===== src/rtl/game_pkg.sv =====
// game_pkg: shared game-state encoding, screen constants and LFSR settings
// used by the referee and other random-placement blocks.
package game_pkg;

    typedef enum logic [1:0] {
        StIdle,
        StPlay,
        StOver,
        StWin
    } game_state_e;

    localparam int unsigned ScreenW = 640;
    localparam int unsigned ScreenH = 480;

    localparam logic [7:0] LfsrSeed = 8'hA5;
    // x^8 + x^6 + x^5 + x^4 + 1, right-shifting Galois form
    localparam logic [7:0] LfsrTaps = 8'hB8;

    // Low 7 bits of v rotated left by n positions.
    function automatic logic [6:0] rot_low7(input logic [7:0] v, input int unsigned n);
        logic [6:0] r;
        for (int b = 0; b < 7; b++) begin
            r[b] = v[3'((32'(b) + 32'd8 - (n % 32'd8)) % 32'd8)];
        end
        return r;
    endfunction

endpackage


===== src/rtl/lfsr8.sv =====
// lfsr8: 8-bit Galois LFSR; loads seed on reset, steps when en is high.
module lfsr8
    import game_pkg::*;
(
    input  logic       clk,
    input  logic       Reset,
    input  logic       en,
    input  logic [7:0] seed,
    output logic [7:0] state
);

    logic [7:0] state_q, state_d;

    // Next value: shift right, fold taps back in when a one falls out.
    always_comb begin
        state_d = state_q;
        if (en) begin
            state_d = {1'b0, state_q[7:1]} ^ (state_q[0] ? LfsrTaps : 8'h00);
        end
    end

    // State register.
    always_ff @(posedge clk or posedge Reset) begin
        if (Reset) begin
            state_q <= seed;
        end else begin
            state_q <= state_d;
        end
    end

    assign state = state_q;

endmodule


===== src/rtl/pipe_referee.sv =====
// pipe_referee: frame-rate referee. Scrolls NUM_PIPES pipe columns, tests the
// ball box against the pipes and the floor, counts passes and runs the
// IDLE/PLAY/OVER/WIN state machine.
// Optional feature macro: PIPE_SPEEDUP_EN (scroll speed grows with score).
module pipe_referee
    import game_pkg::*;
#(
    parameter int unsigned NUM_PIPES    = 3,
    parameter int unsigned PIPE_W       = 40,
    parameter int unsigned GAP_H        = 120,
    parameter int unsigned GAP_MIN      = 100,
    parameter int unsigned PIPE_SPACING = 220,
    parameter int unsigned SCROLL_STEP  = 2,
    parameter int unsigned SCREEN_W     = ScreenW,
    parameter int unsigned FLOOR_Y      = ScreenH - 1,
    parameter int unsigned WIN_SCORE    = 10
) (
    input  logic                    Reset,
    input  logic                    frame_clk,
    input  logic                    start,
    input  logic [9:0]              BallX,
    input  logic [9:0]              BallY,
    input  logic [9:0]              BallWidth,
    input  logic [9:0]              BallHeight,
    output logic [NUM_PIPES*10-1:0] PipeX,
    output logic [NUM_PIPES*10-1:0] GapY,
    output logic [7:0]              score,
    output logic                    playing,
    output logic                    gameover,
    output logic                    gamewin
);

    localparam int unsigned WrapAdd = NUM_PIPES * PIPE_SPACING;

    // Home position can exceed 10 bits (e.g. 1080), so pipe X is kept in 11 bits.
    function automatic logic [10:0] home_x(input int unsigned i);
        return 11'(SCREEN_W + i * PIPE_SPACING);
    endfunction

    game_state_e          state_q, state_d;
    logic                 start_q, start_edge;
    logic [7:0]           lfsr;
    logic [10:0]          step;

    logic [10:0]          pipe_x_q   [NUM_PIPES];
    logic [10:0]          pipe_x_d   [NUM_PIPES];
    logic [10:0]          pipe_x_nxt [NUM_PIPES];
    logic [9:0]           gap_y_q    [NUM_PIPES];
    logic [9:0]           gap_y_d    [NUM_PIPES];
    logic [9:0]           gap_y_nxt  [NUM_PIPES];
    logic [NUM_PIPES-1:0] passed_q, passed_d, passed_nxt;
    logic [7:0]           score_q, score_d, score_play;

    logic [2:0]           pass_cnt;
    logic                 hit, wrap_seen;
    logic [10:0]          ball_x, ball_x_end, ball_y_end;
    logic [10:0]          pipe_r, gap_top, gap_end;
    logic [6:0]           rand7;

    logic                 playing_q, gameover_q, gamewin_q;
    logic                 playing_d, gameover_d, gamewin_d;

    assign start_edge = start & ~start_q;

    lfsr8 u_lfsr (
        .clk   (frame_clk),
        .Reset (Reset),
        .en    (1'b1),
        .seed  (LfsrSeed),
        .state (lfsr)
    );

    // Effective scroll step for this frame.
    always_comb begin
`ifdef PIPE_SPEEDUP_EN
        step = 11'(SCROLL_STEP) + {5'd0, score_q[7:2]};
        if (step > 11'(2 * SCROLL_STEP)) begin
            step = 11'(2 * SCROLL_STEP);
        end
`else
        step = 11'(SCROLL_STEP);
`endif
    end

    // Per-pipe move/wrap, pass counting and collision detection.
    // "End" values are one past the last pixel so a zero-size box cannot underflow.
    always_comb begin
        hit        = 1'b0;
        pass_cnt   = '0;
        wrap_seen  = 1'b0;
        passed_nxt = passed_q;
        pipe_r     = '0;
        gap_top    = '0;
        gap_end    = '0;
        rand7      = '0;
        ball_x     = {1'b0, BallX};
        ball_x_end = {1'b0, BallX} + {1'b0, BallWidth};
        ball_y_end = {1'b0, BallY} + {1'b0, BallHeight};
        for (int i = 0; i < NUM_PIPES; i++) begin
            pipe_x_nxt[i] = pipe_x_q[i];
            gap_y_nxt[i]  = gap_y_q[i];
        end

        if (ball_y_end > 11'(FLOOR_Y)) begin
            hit = 1'b1;
        end

        for (int i = 0; i < NUM_PIPES; i++) begin
            pipe_r  = pipe_x_q[i] + 11'(PIPE_W - 1);
            gap_top = {1'b0, gap_y_q[i]};
            gap_end = gap_top + 11'(GAP_H);

            if ((ball_x <= pipe_r) && (ball_x_end > pipe_x_q[i]) &&
                (({1'b0, BallY} < gap_top) || (ball_y_end > gap_end))) begin
                hit = 1'b1;
            end

            if (!passed_q[i] && (pipe_r < ball_x)) begin
                passed_nxt[i] = 1'b1;
                pass_cnt      = pass_cnt + 3'd1;
            end

            if (pipe_x_q[i] < step) begin
                pipe_x_nxt[i] = pipe_x_q[i] + 11'(WrapAdd) - step;
                // Later wrappers in the same frame get a rotated value so gaps differ.
                rand7         = wrap_seen ? rot_low7(lfsr, 32'(i)) : lfsr[6:0];
                gap_y_nxt[i]  = 10'(GAP_MIN) + {3'd0, rand7};
                passed_nxt[i] = 1'b0;
                wrap_seen     = 1'b1;
            end else begin
                pipe_x_nxt[i] = pipe_x_q[i] - step;
            end
        end

        score_play = score_q + {5'd0, pass_cnt};
    end

    // FSM next state.
    always_comb begin
        state_d = state_q;
        unique case (state_q)
            StIdle: if (start_edge) state_d = StPlay;
            StPlay: begin
                if (hit) begin
                    state_d = StOver;
                end else if (32'(score_play) >= WIN_SCORE) begin
                    state_d = StWin;
                end
            end
            StOver, StWin: if (start_edge) state_d = StIdle;
            default: state_d = StIdle;
        endcase
    end

    // FSM outputs: datapath register loads and next-frame flags.
    always_comb begin
        pipe_x_d = pipe_x_q;
        gap_y_d  = gap_y_q;
        passed_d = passed_q;
        score_d  = score_q;
        unique case (state_q)
            StIdle: begin
                for (int i = 0; i < NUM_PIPES; i++) begin
                    pipe_x_d[i] = home_x(32'(i));
                    gap_y_d[i]  = 10'(GAP_MIN);
                end
                passed_d = '0;
                score_d  = '0;
            end
            StPlay: begin
                // A hit freezes the field at its pre-hit picture.
                if (!hit) begin
                    pipe_x_d = pipe_x_nxt;
                    gap_y_d  = gap_y_nxt;
                    passed_d = passed_nxt;
                    score_d  = score_play;
                end
            end
            default: ;
        endcase
        playing_d  = (state_d == StPlay);
        gameover_d = (state_d == StOver);
        gamewin_d  = (state_d == StWin);
    end

    // FSM state, start edge history and flag registers.
    always_ff @(posedge frame_clk or posedge Reset) begin
        if (Reset) begin
            state_q    <= StIdle;
            start_q    <= 1'b1;
            playing_q  <= 1'b0;
            gameover_q <= 1'b0;
            gamewin_q  <= 1'b0;
        end else begin
            state_q    <= state_d;
            start_q    <= start;
            playing_q  <= playing_d;
            gameover_q <= gameover_d;
            gamewin_q  <= gamewin_d;
        end
    end

    // Pipe field and score registers.
    always_ff @(posedge frame_clk or posedge Reset) begin
        if (Reset) begin
            for (int i = 0; i < NUM_PIPES; i++) begin
                pipe_x_q[i] <= home_x(32'(i));
                gap_y_q[i]  <= 10'(GAP_MIN);
            end
            passed_q <= '0;
            score_q  <= '0;
        end else begin
            pipe_x_q <= pipe_x_d;
            gap_y_q  <= gap_y_d;
            passed_q <= passed_d;
            score_q  <= score_d;
        end
    end

    // Pack outputs; pipes parked beyond 10-bit range read as 1023 (off screen).
    always_comb begin
        PipeX = '0;
        GapY  = '0;
        for (int i = 0; i < NUM_PIPES; i++) begin
            PipeX[10*i +: 10] = pipe_x_q[i][10] ? 10'h3FF : pipe_x_q[i][9:0];
            GapY[10*i +: 10]  = gap_y_q[i];
        end
    end

    assign score    = score_q;
    assign playing  = playing_q;
    assign gameover = gameover_q;
    assign gamewin  = gamewin_q;

endmodule


===== config.mk =====
export PLATFORM = sky130hd
export DESIGN_NAME = pipe_referee
export DESIGN_NICKNAME = d
export VERILOG_FILES = /design/src/rtl/game_pkg.sv /design/src/rtl/lfsr8.sv /design/src/rtl/pipe_referee.sv
export SDC_FILE = /design/constraint.sdc
export NUM_CORES = 1
export LEC_CHECK = 0
export ABC_AREA = 1
export BUFFER_PORTS_ARGS = -buffer_cell sky130_fd_sc_hd__buf_2
export CORE_MARGIN = 2
export CORE_UTILIZATION = 30
export DETAILED_ROUTE_END_ITERATION = 6
export PLACE_DENSITY = 0.44
export SLEW_MARGIN = 10
export SYNTH_ARGS = -nofsm -noshare
export SYNTH_HDL_FRONTEND = slang
export SYNTH_SLANG_ARGS = --single-unit

===== constraint.sdc =====
create_clock -name frame_clk -period 6.4 [get_ports frame_clk]
set_input_delay 1.28 -clock frame_clk [delete_from_list [all_inputs] [get_ports frame_clk]]
set_output_delay 1.28 -clock frame_clk [all_outputs]
set_load 0.05 [all_outputs]

==> out/metrics.yaml, run 1 <==
outcome:
  status: "finished clean"
yosys:
  synthArstFlopShare: 1.00
  synth.cell_area_um2: 9140
  syn_avg_cell_area_um2: 6.70
  synthCells: 1363
  synth_seq_cells: 79
  synth_seq_area_share: 0.220
  yosysWarnings: 0
  synth_flop_cell: "dfrtp_1"
  synth_edf_count: 0
  ys_types: 48
pwr:
  power.density_nw_per_um2: 419
  power_leakage_nw: 5.67
  max-vdd-ir-drop_mv: 0.207
finish:
  area.growth.synth_to_final_pct: 12.3
  multiInputGateArea_um2: 6190
  n_antenna_cell: 0
  regArea_um2: 2010
  fill_cells: 3346
  num-nets-final: 1633
  final_util: 0.344
  layout-drive-gt1-share: 0.121
placed_design:
  gp_congestion: 0.831
  place_hpwl_mm: 22.9
  numPortBuffers: 107
routing:
  dr.pass1.iters: 5
  drtAntennaViolNets: 0
  wirelength_mm: 28.6
  drcViolationCount: 0
  avgRoutedWirePerCell_um: 15.6
  drt_iter0_markers: 421
  routed_via_density: 4.74
  vias: 8725
setup_path:
  reg2reg_from: "pipe_x_q[12]"
  timing.rr.end: "gameover"
  critPathBufInv: 3
  rr_worst_depth: 27
  crit_path_max_incr_delay_ns: 0.46
  cp_slowest_cell: "dfrtp_1"
  crit_arrival_ns: 5.70
  critPathRequiredTime_ns: 6.61
  critPathTopFamily: "simple AND/OR/NAND/NOR gates"
  cp-end-kind: "register"
  crit_start: "pipe_x_q[12]"
  crit_type: "register to register"
  reg2reg_slack_ns: 0.91
  crit_end: "gameover"
  path_max_fanout: 7
  cp-start-kind: "register"
  worst-path-stages: 27
run:
  maxCapViolations: 0
sta:
  tns_ns: 0
  max_freq_mhz: 182
  final_hold_viol_count: 0
  relSlewSlack: 0.346
  rsz0062_at_grt: "false"
  finalClockSkew_ns: 0.00908
  worstMarginPinSlew_ns: 0.980
  drv_slew: 0
  fin_crit_sh: 0.858
  period_needed_ns: 5.49
  setup_viol: 0
grt:
  grt_max_degree: 42
  gr-total-overflow: 0
  grt_pass1_vias: 8431
  grtUsageTotal: 0.184
  grt_pass1_wl_mm: 45.8
  antenna_found_initial: 0
clock_tree:
  cts.sinks: 79
  hold_buffers: 0
  insertion_delay_ns: 0.34
  cts_inserted_buffers: 9
  post_cts_resized: 0
  h-tree-depth: 3
  clkTransAtPathRegs_ns: 0.07
  clockBufferDepth: 2
  cts_tree: "done"
  clockRootBuffer: "clkbuf_16"
  post-cts-setup-buffers: 0
floorplanning:
  core_region_area_um2: 29800
  rows: 63
  ios: 114
  die_x_um: 179
  die_y_um: 179
  start_util: 0.307
  dieArea_um2: 31900
hold_path:
  hold_class: "register to register"
worst min-delay path by stage:
stage / start / end / slack (ns) / cells past startpoint
2_1_floorplan: u_lfsr.state[0] / u_lfsr.state[7] / 0.35 / 0
3_3_place_gp: u_lfsr.state[7] / u_lfsr.state[6] / 0.39 / 0
3_5_place_dp: u_lfsr.state[7] / u_lfsr.state[6] / 0.39 / 0
4_1_cts: u_lfsr.state[7] / u_lfsr.state[6] / 0.40 / 0
5_1_grt: u_lfsr.state[7] / u_lfsr.state[6] / 0.41 / 0
6_report: u_lfsr.state[7] / u_lfsr.state[6] / 0.40 / 0
placed cells by master (no fill, tap or decap), drive strengths merged, types with 4 or more instances in the layout:
cell	n
nor3	20
nor2	97
clkinv	6
clkbuf	10
buf	114
or2	5
nand4	23
conb	6
ha	143
nor4	4
nand2	393
xnor2	11
inv	180
xor2	47
o21ai	44
a21oi	66
a21o	6
dfstp	26
dfrtp	53
nand3	168
power breakdown:
group	internal, mW	switching, mW
logic	0.883	2.04
clock network	0.279	0.229
registers	0.679	0.193
total	1.84	2.46
kinds of logic (layout without fill, tap and decap cells):
family                     after synthesis  after routing  synth area share
and+or+nand+nor                        712            712             0.335
AOI/OAI and AO/OA                      137            137            0.0826
xor gates and xnor gates                58             58            0.0556
adders and majority gates              146            146             0.202
other                                    1              6          0.000411
DFF                                     79             79             0.220
buffers and inverters                  230            311             0.104
cell usage after synthesis (all sizes together), types with 6 or more instances:
cell type	count	share of area
nor2	97	0.041
inv	178	0.073
dfstp	26	0.075
buf	33	0.023
nand3	168	0.093
nand2	393	0.16
xor2	47	0.045
clkbuf	16	0.0066
nor3	20	0.013
dfrtp	53	0.15
ha	143	0.20
nand4	23	0.016
o21ai	44	0.024
xnor2	11	0.011
a21o	6	0.0049
a21oi	66	0.036
worst register-to-register path: stages, from the launching register on:
cell	delay (ns)
dfrtp_1	0.46
inv_1	0.21
ha_1	0.29
nor2_1	0.20
nand2_1	0.08
nand2_1	0.08
nand2_1	0.09
nor2_1	0.12
xor2_1	0.18
ha_1	0.26
nand2_1	0.10
nor2_1	0.05
a211oi_1	0.18
nand4_1	0.25
or2_2	0.40
ha_1	0.31
xor2_1	0.17
inv_1	0.06
ha_1	0.17
inv_1	0.07
fa_1	0.40
o21ai_0	0.32
nand3_1	0.14
xnor2_1	0.16
nor2_1	0.12
nand3_1	0.12
a22oi_1	0.23
o21ai_0	0.15
routing by layer:
| layer | vias to the layer above | track usage | share of wire |
|---|---|---|---|
| met3 | 20 | 0.0196 | 0.030 |
| li1 | 4590 | - | - |
| met4 | 0 | 0.0383 | 0.013 |
| met2 | 138 | 0.315 | 0.47 |
| met5 | - | 0 | 0 |
| met1 | 3977 | 0.250 | 0.49 |
per-stage QoR:
| step | cells | setup slack, ns | hold WS [ns] | instance area, um2 | total power [mW] |
|---|---|---|---|---|---|
| after global routing | 1839 | 0.470 | 0.411 | 10300 | 4.77 |
| after floorplan | 1368 | 1.78 | 0.353 | 9150 | 3.08 |
| after detailed placement | 1823 | 0.888 | 0.393 | 9970 | 3.83 |
| after global placement | 1823 | 0.914 | 0.392 | 9970 | 3.81 |
| final | 1839 | 0.906 | 0.402 | 10300 | 4.30 |
| after CTS | 1839 | 0.857 | 0.401 | 10300 | 4.35 |
sequential cells by signal (all words and copies together) (netlist names):
signal / cells
state_q: 2
gamewin: 1
passed_q: 3
playing: 1
start_q: 1
GapY: 24
gameover: 1
pipe_x_q: 30
score: 8
u_lfsr.state: 8
area by class of cell:
cell class,count,area share
sequential,79,0.196
timing repair buffer,114,0.0585
multi-input combinational,1059,0.604
clock inverter,6,0.00488
clock buffer,10,0.0233
tap,390,0.0476
inverter,181,0.0663
(Power assumes the default switching activity.)
==> run 2, diff against run 1 <==
ABC_AREA = unset   (was 1)
CTS_BUF_LIST = sky130_fd_sc_hd__clkbuf_4 sky130_fd_sc_hd__clkbuf_8 sky130_fd_sc_hd__clkbuf_16   (was unset)
==> run 2 against run 1 <==
  * Die area is 7.9% lower
  * Area after synthesis is 8.1% lower
  * Worst hold slack better by 0.013 ns
  * First-iteration DRC count is 2.9% higher
  * Largest cell class unchanged
  * Largest power group unchanged
  * Clock skew is 0.0017 ns lower
==> out/metrics.yaml, run 2 <==
sta:
  max_freq_mhz: 171
  finalClockSkew_ns: 0.00738
  relSlewSlack: 0.339
  final_hold_viol_count: 0
  fin_ws_ns: 0.551
  whs_ns: 0.415
  period_needed_ns: 5.85
  drv_slew: 0
  fin_crit_sh: 0.914
  rsz0062_at_grt: "false"
  tns_ns: 0
  setup_viol: 0
  worstMarginPinSlew_ns: 0.988
yosys:
  synth_top_cell_by_area: "ha_1"
  synthMuxAreaShare: 0.0185
  synth.top_cells.by_count: "ha_1, nand2_1, inv_1"
  synth_seq_area_share: 0.239
  synthArstFlopShare: 1.00
  yosys.cell_count.top_type: "ha_1"
  synthTopCellsByArea: "ha_1, dfrtp_1, dfstp_2"
  synth_edf_count: 0
  synth_compound_area_frac: 0.195
  synth_flop_cell: "dfrtp_1"
  syn_avg_cell_area_um2: 8.37
  synthXorXnorAreaFrac: 0.0751
  synth_top_area_share: 0.213
  synthCells: 1004
  synth_fa_ha_area_frac: 0.220
  yosysWarnings: 0
  synthSimpleGateAreaFrac: 0.181
  synth_seq_cells: 79
  ys_types: 74
  synth.cell_area_um2: 8400
  synth_top_family_by_area: "adder cells"
clock_tree:
  insertion_delay_ns: 0.35
  h-tree-depth: 3
  post-cts-setup-buffers: 0
  cts.sinks: 79
  cts_inserted_buffers: 9
  post_cts_resized: 0
  clockBufferDepth: 2
  clkTransAtPathRegs_ns: 0.06
  cts_tree: "done"
  hold_buffers: 0
  clockRootBuffer: "clkbuf_16"
routing:
  vias: 7580
  dr.pass1.iters: 5
  avgRoutedWirePerCell_um: 18.6
  drtAntennaViolNets: 0
  routed_via_density: 5.14
  wirelength_mm: 27.4
  drcViolationCount: 0
  drt_iter0_markers: 433
hold_path:
  hold_start: "u_lfsr.state[7]"
  hold_path_end: "u_lfsr.state[6]"
  holdPathStages: 0
  hold_class: "register to register"
setup_path:
  cp-end-kind: "register"
  crit_type: "input pin to register"
  path_max_fanout: 16
  rr_worst_depth: 23
  timing.rr.end: "playing"
  critPathRequiredTime_ns: 6.66
  cp-start-kind: "input pin"
  reg2reg_from: "pipe_x_q[13]"
  crit_arrival_ns: 6.11
  reg2reg_slack_ns: 0.79
floorplanning:
  start_util: 0.303
  die_x_um: 171
  die_y_um: 171
  ios: 114
  dieArea_um2: 29400
  rows: 61
  core_region_area_um2: 27700
grt:
  gr-total-overflow: 0
  grt_pass1_wl_mm: 42.9
  grt_pass1_vias: 7379
  grt_max_degree: 71
  grtUsageTotal: 0.191
  antenna_found_initial: 0
finish:
  layout-drive-gt1-share: 0.173
  area.growth.synth_to_final_pct: 14.2
  regArea_um2: 2010
  n_antenna_cell: 0
  largest_reg_flops: 30
  final_cell_mix: "ha_1, buf_2, nand2_1"
  layout_commonest_cell: "ha_1"
  fill_cells: 2968
  postLayoutCellArea_um2: 9590
  multiInputGateArea_um2: 5820
  num-nets-final: 1281
  largest-register: "pipe_x_q"
placed_design:
  numPortBuffers: 107
  dpl_cell_area_um2: 9290
  gp_congestion: 0.861
  place_hpwl_mm: 22.2
  place_ws_ns: 0.218
pwr:
  power_leakage_nw: 4.50
  p_total_mw: 2.39
  power.density_nw_per_um2: 250
  max-vdd-ir-drop_mv: 0.129
outcome:
  status: "finished clean"
run:
  maxCapViolations: 0
==> run 2: changes by cell type in the layout (fill, tap and decap cells not counted), sizes merged, moves of 10 or more <==
cell,previous run,this run
a211oi,3,13
a21oi,66,42
a31oi,1,13
buf,114,124
inv,180,84
mux2i,0,11
nand2,393,99
nand3,168,41
nor2,97,64
nor3,20,36
o211ai,3,23
o31ai,2,12
xnor2,11,61
xor2,47,11
==> run 2: how the worst max path moves through the flow <==
stage	from	to	slack (ns)	depth (start not counted)
finish	BallX[0]	pipe_x_q[16]	0.55	21
global route	BallX[0]	pipe_x_q[26]	0.02	21
CTS	BallX[0]	pipe_x_q[27]	0.59	21
detailed placement	BallX[0]	pipe_x_q[16]	0.22	21
global placement	BallX[0]	pipe_x_q[26]	0.41	21
floorplan	BallX[0]	pipe_x_q[6]	1.20	23
==> run 2: layout make-up <==
type	instances	share of cell area
clock buffer	10	0.0249
clock inverter	6	0.00626
inverter	87	0.0342
multi-input combinational	791	0.607
sequential	79	0.210
tap	378	0.0493
timing repair buffer	124	0.0692
==> run 2: kinds of logic after synthesis <==
group | after synthesis
simple gates | 313
fa+ha+maj | 146
mux | 15
xor+xnor | 72
flops | 79
buf+inv | 139
compound gates | 239
other cells | 1
==> run 2: report_power, final <==
| group | switching, mW | internal [mW] |
|---|---|---|
| Sequential | 0.0831 | 0.547 |
| Combinational | 0.809 | 0.429 |
| Clock | 0.215 | 0.311 |
==> run 2: layer usage <==
layer,vias to the layer above,global-route usage,part of all wire
li1,3784,-,-
met1,3623,0.279,0.50
met2,159,0.305,0.45
met3,14,0.0246,0.037
met4,0,0.0284,0.0077
met5,-,0,0
==> run 2: stage by stage <==
| step | utilization | cells |
|---|---|---|
| after floorplan | - | 1009 |
| final | 0.346 | 1475 |
| after global routing | 0.346 | 1475 |
| after CTS | 0.346 | 1475 |
| after global placement | 0.335 | 1459 |
| after detailed placement | 0.335 | 1459 |
==> run 2: critical path: stages <==
cell	delay, ns
buf_2	0.10
ha_1	0.21
fa_1	0.40
a21oi_1	0.17
nor2_1	0.05
nor2_1	0.15
o21bai_1	0.10
a21oi_1	0.23
o21bai_1	0.09
a21oi_1	0.21
o21ai_0	0.29
ha_1	0.39
and4_1	0.22
nand3_1	0.09
nor3_1	0.20
a31oi_1	0.11
a311oi_1	0.41
o211ai_2	0.16
or2_1	0.53
or4_1	0.60
o211ai_1	0.09
==> run 3, diff against run 2 <==
clock period = 5.68 ns   (was 6.4 ns; I/O delays follow)
==> run 3 against run 2 <==
  * Count of clock-buffer cells in the layout up 3
  * Core utilization up 1.0 points
  * First-iteration DRC count up 31%
  * Register-to-register slack worse by 0.33 ns
  * Global-route usage up 0.18 points
  * Worst hold slack worse by 0.0031 ns
  * Sequential share of layout area down 0.60 points
  * Non-clock buffer count up 30
  * Total power up 19%
  * Cell area up 2.9%
  * Clock power up 26%
==> out/metrics.yaml, run 3 (synthesis gave the netlist of run 2 again) <==
sta:
  period_needed_ns: 5.33
  drv_slew: 0
  relSlewSlack: 0.344
  fin_crit_sh: 0.939
  max_freq_mhz: 188
  finalClockSkew_ns: 0.0110
  worstMarginPinSlew_ns: 0.980
  setup_viol: 0
  whs_ns: 0.412
  rsz0062_at_grt: "false"
  fin_ws_ns: 0.347
  final_hold_viol_count: 0
routing:
  wirelength_mm: 27.5
  vias: 7739
  drcViolationCount: 0
  routed_via_density: 5.14
  avgRoutedWirePerCell_um: 18.2
  drt_iter0_markers: 568
  dr.pass1.iters: 5
  drtAntennaViolNets: 0
run:
  maxCapViolations: 0
setup_path:
  critPathBufInv: 2
  cp-start-kind: "input pin"
  path_cells: "buf_2 -> ha_1 -> fa_1 -> a21oi_1 -> nor2_1 -> nor2_1 -> o21bai_1 -> a21oi_1 -> o21bai_1 -> a21oi_2 -> o21ai_0 -> ha_1 -> and4_1 -> nand3_1 -> nor3_1 -> a31oi_1 -> a311oi_2 -> o211ai_2 -> or2_1 -> buf_4 -> or4_1 -> o211ai_1"
  crit_type: "input pin to register"
  cp-end-kind: "register"
  path_max_fanout: 4
  crit_arrival_ns: 5.59
  cp_slowest_cell: "or4_1"
  critPathTopFamily: "compound AO/OA/AOI/OAI gates"
  crit_path_max_incr_delay_ns: 0.51
  critPathRequiredTime_ns: 5.94
pwr:
  internal-power_mw: 1.58
  p_sw_mw: 1.26
  power.density_nw_per_um2: 288
  power_leakage_nw: 4.67
  p_sw_frac: 0.445
  seq_power_share: 0.247
  p_comb_frac: 0.520
  max-vdd-ir-drop_mv: 0.122
  power_frac_clock: 0.234
floorplanning:
  ios: 114
  start_util: 0.303
  die_y_um: 171
  rows: 61
  die_x_um: 171
  dieArea_um2: 29400
  core_region_area_um2: 27700
finish:
  largest_reg_flops: 30
  largest-register: "pipe_x_q"
  layout-drive-gt1-share: 0.200
  area.growth.synth_to_final_pct: 17.5
  n_antenna_cell: 0
  final_cells: 1505
  num-nets-final: 1311
  layout_commonest_cell: "ha_1"
  final_cell_mix: "ha_1, buf_2, nand2_1"
placed_design:
  place_ws_ns: -0.0764
  numPortBuffers: 107
  place_hpwl_mm: 22.5
  gp_congestion: 0.822
  dp.cells: 1489
clock_tree:
  cts.sinks: 79
  hold_buffers: 0
  cts_inserted_buffers: 9
  h-tree-depth: 3
  clockBufferDepth: 2
  insertion_delay_ns: 0.35
  clockRootBuffer: "clkbuf_16"
  cts_tree: "done"
  clkTransAtPathRegs_ns: 0.07
grt:
  grt_max_degree: 45
  grtUsageTotal: 0.192
  gr-total-overflow: 0
  grt_pass1_vias: 7518
  grt_pass1_wl_mm: 43.3
  antenna_found_initial: 0
outcome:
  status: "finished clean"
hold_path:
  hold_class: "register to register"
run 3: cell count changes in the layout (fill, tap and decap cells not counted), moves of 2 or more:
cell,before,now
o21ai_0,48,45
o21ai_1,3,5
buf_4,17,47
clkbuf_4,0,2
clkinv_2,4,2
clkinvlp_4,2,0
run 3: power by group through the flow:
stage	Sequential [mW]	Combinational (mW)	Clock, mW
finish	0.700	1.47	0.663
global route	0.710	1.65	0.701
CTS	0.701	1.48	0.673
detailed placement	0.709	1.47	0
global placement	0.711	1.47	0
floorplan	0.675	1.03	0
run 3: final timing paths:
check / cells past startpoint / slack [ns] / to / start
max: 22 / 0.35 / pipe_x_q[16] / BallX[0]
min: 0 / 0.41 / u_lfsr.state[6] / u_lfsr.state[7]
max reg2reg: 23 / 0.46 / playing / pipe_x_q[13]
min reg2reg: 0 / 0.41 / u_lfsr.state[6] / u_lfsr.state[7]
max in group asynchronous: 3 / 3.73 / u_lfsr.state[0] / Reset
min in group asynchronous: 2 / 0.92 / u_lfsr.state[4] / Reset
run 3: area by class of cell:
type | instances | area, um2
clock inverter | 3 | 65.1
multi-input combinational | 791 | 5840
clock buffer | 13 | 268
sequential | 79 | 2010
tap | 378 | 473
timing repair buffer | 154 | 888
inverter | 87 | 328
fill | 2942 | 17800
run 3: metal layers:
| metal | GRT usage | wire length, um | share of wire | vias up |
|---|---|---|---|---|
| li1 | - | - | - | 3855 |
| met1 | 0.283 | 13500 | 0.49 | 3657 |
| met2 | 0.298 | 12200 | 0.45 | 201 |
| met3 | 0.0253 | 1360 | 0.049 | 26 |
| met4 | 0.0453 | 401 | 0.015 | 0 |
| met5 | 0 | 0 | 0 | - |
run 3: what timing repair did:
action,in CTS,in global routing
endpoints found under the setup margin,0,41
resized for setup,0,8
buffers inserted,0,0
hold endpoints to repair,0,0
run 3: per-stage QoR:
stage	total power, mW	cell area (um2)	util	setup TNS (ns)
global route	3.06	9870	0.356	0
detailed placement	2.18	9510	0.343	-0.860
floorplan	1.70	8420	-	0
CTS	2.85	9850	0.355	0
finish	2.84	9870	0.356	0
global placement	2.18	9510	0.343	0
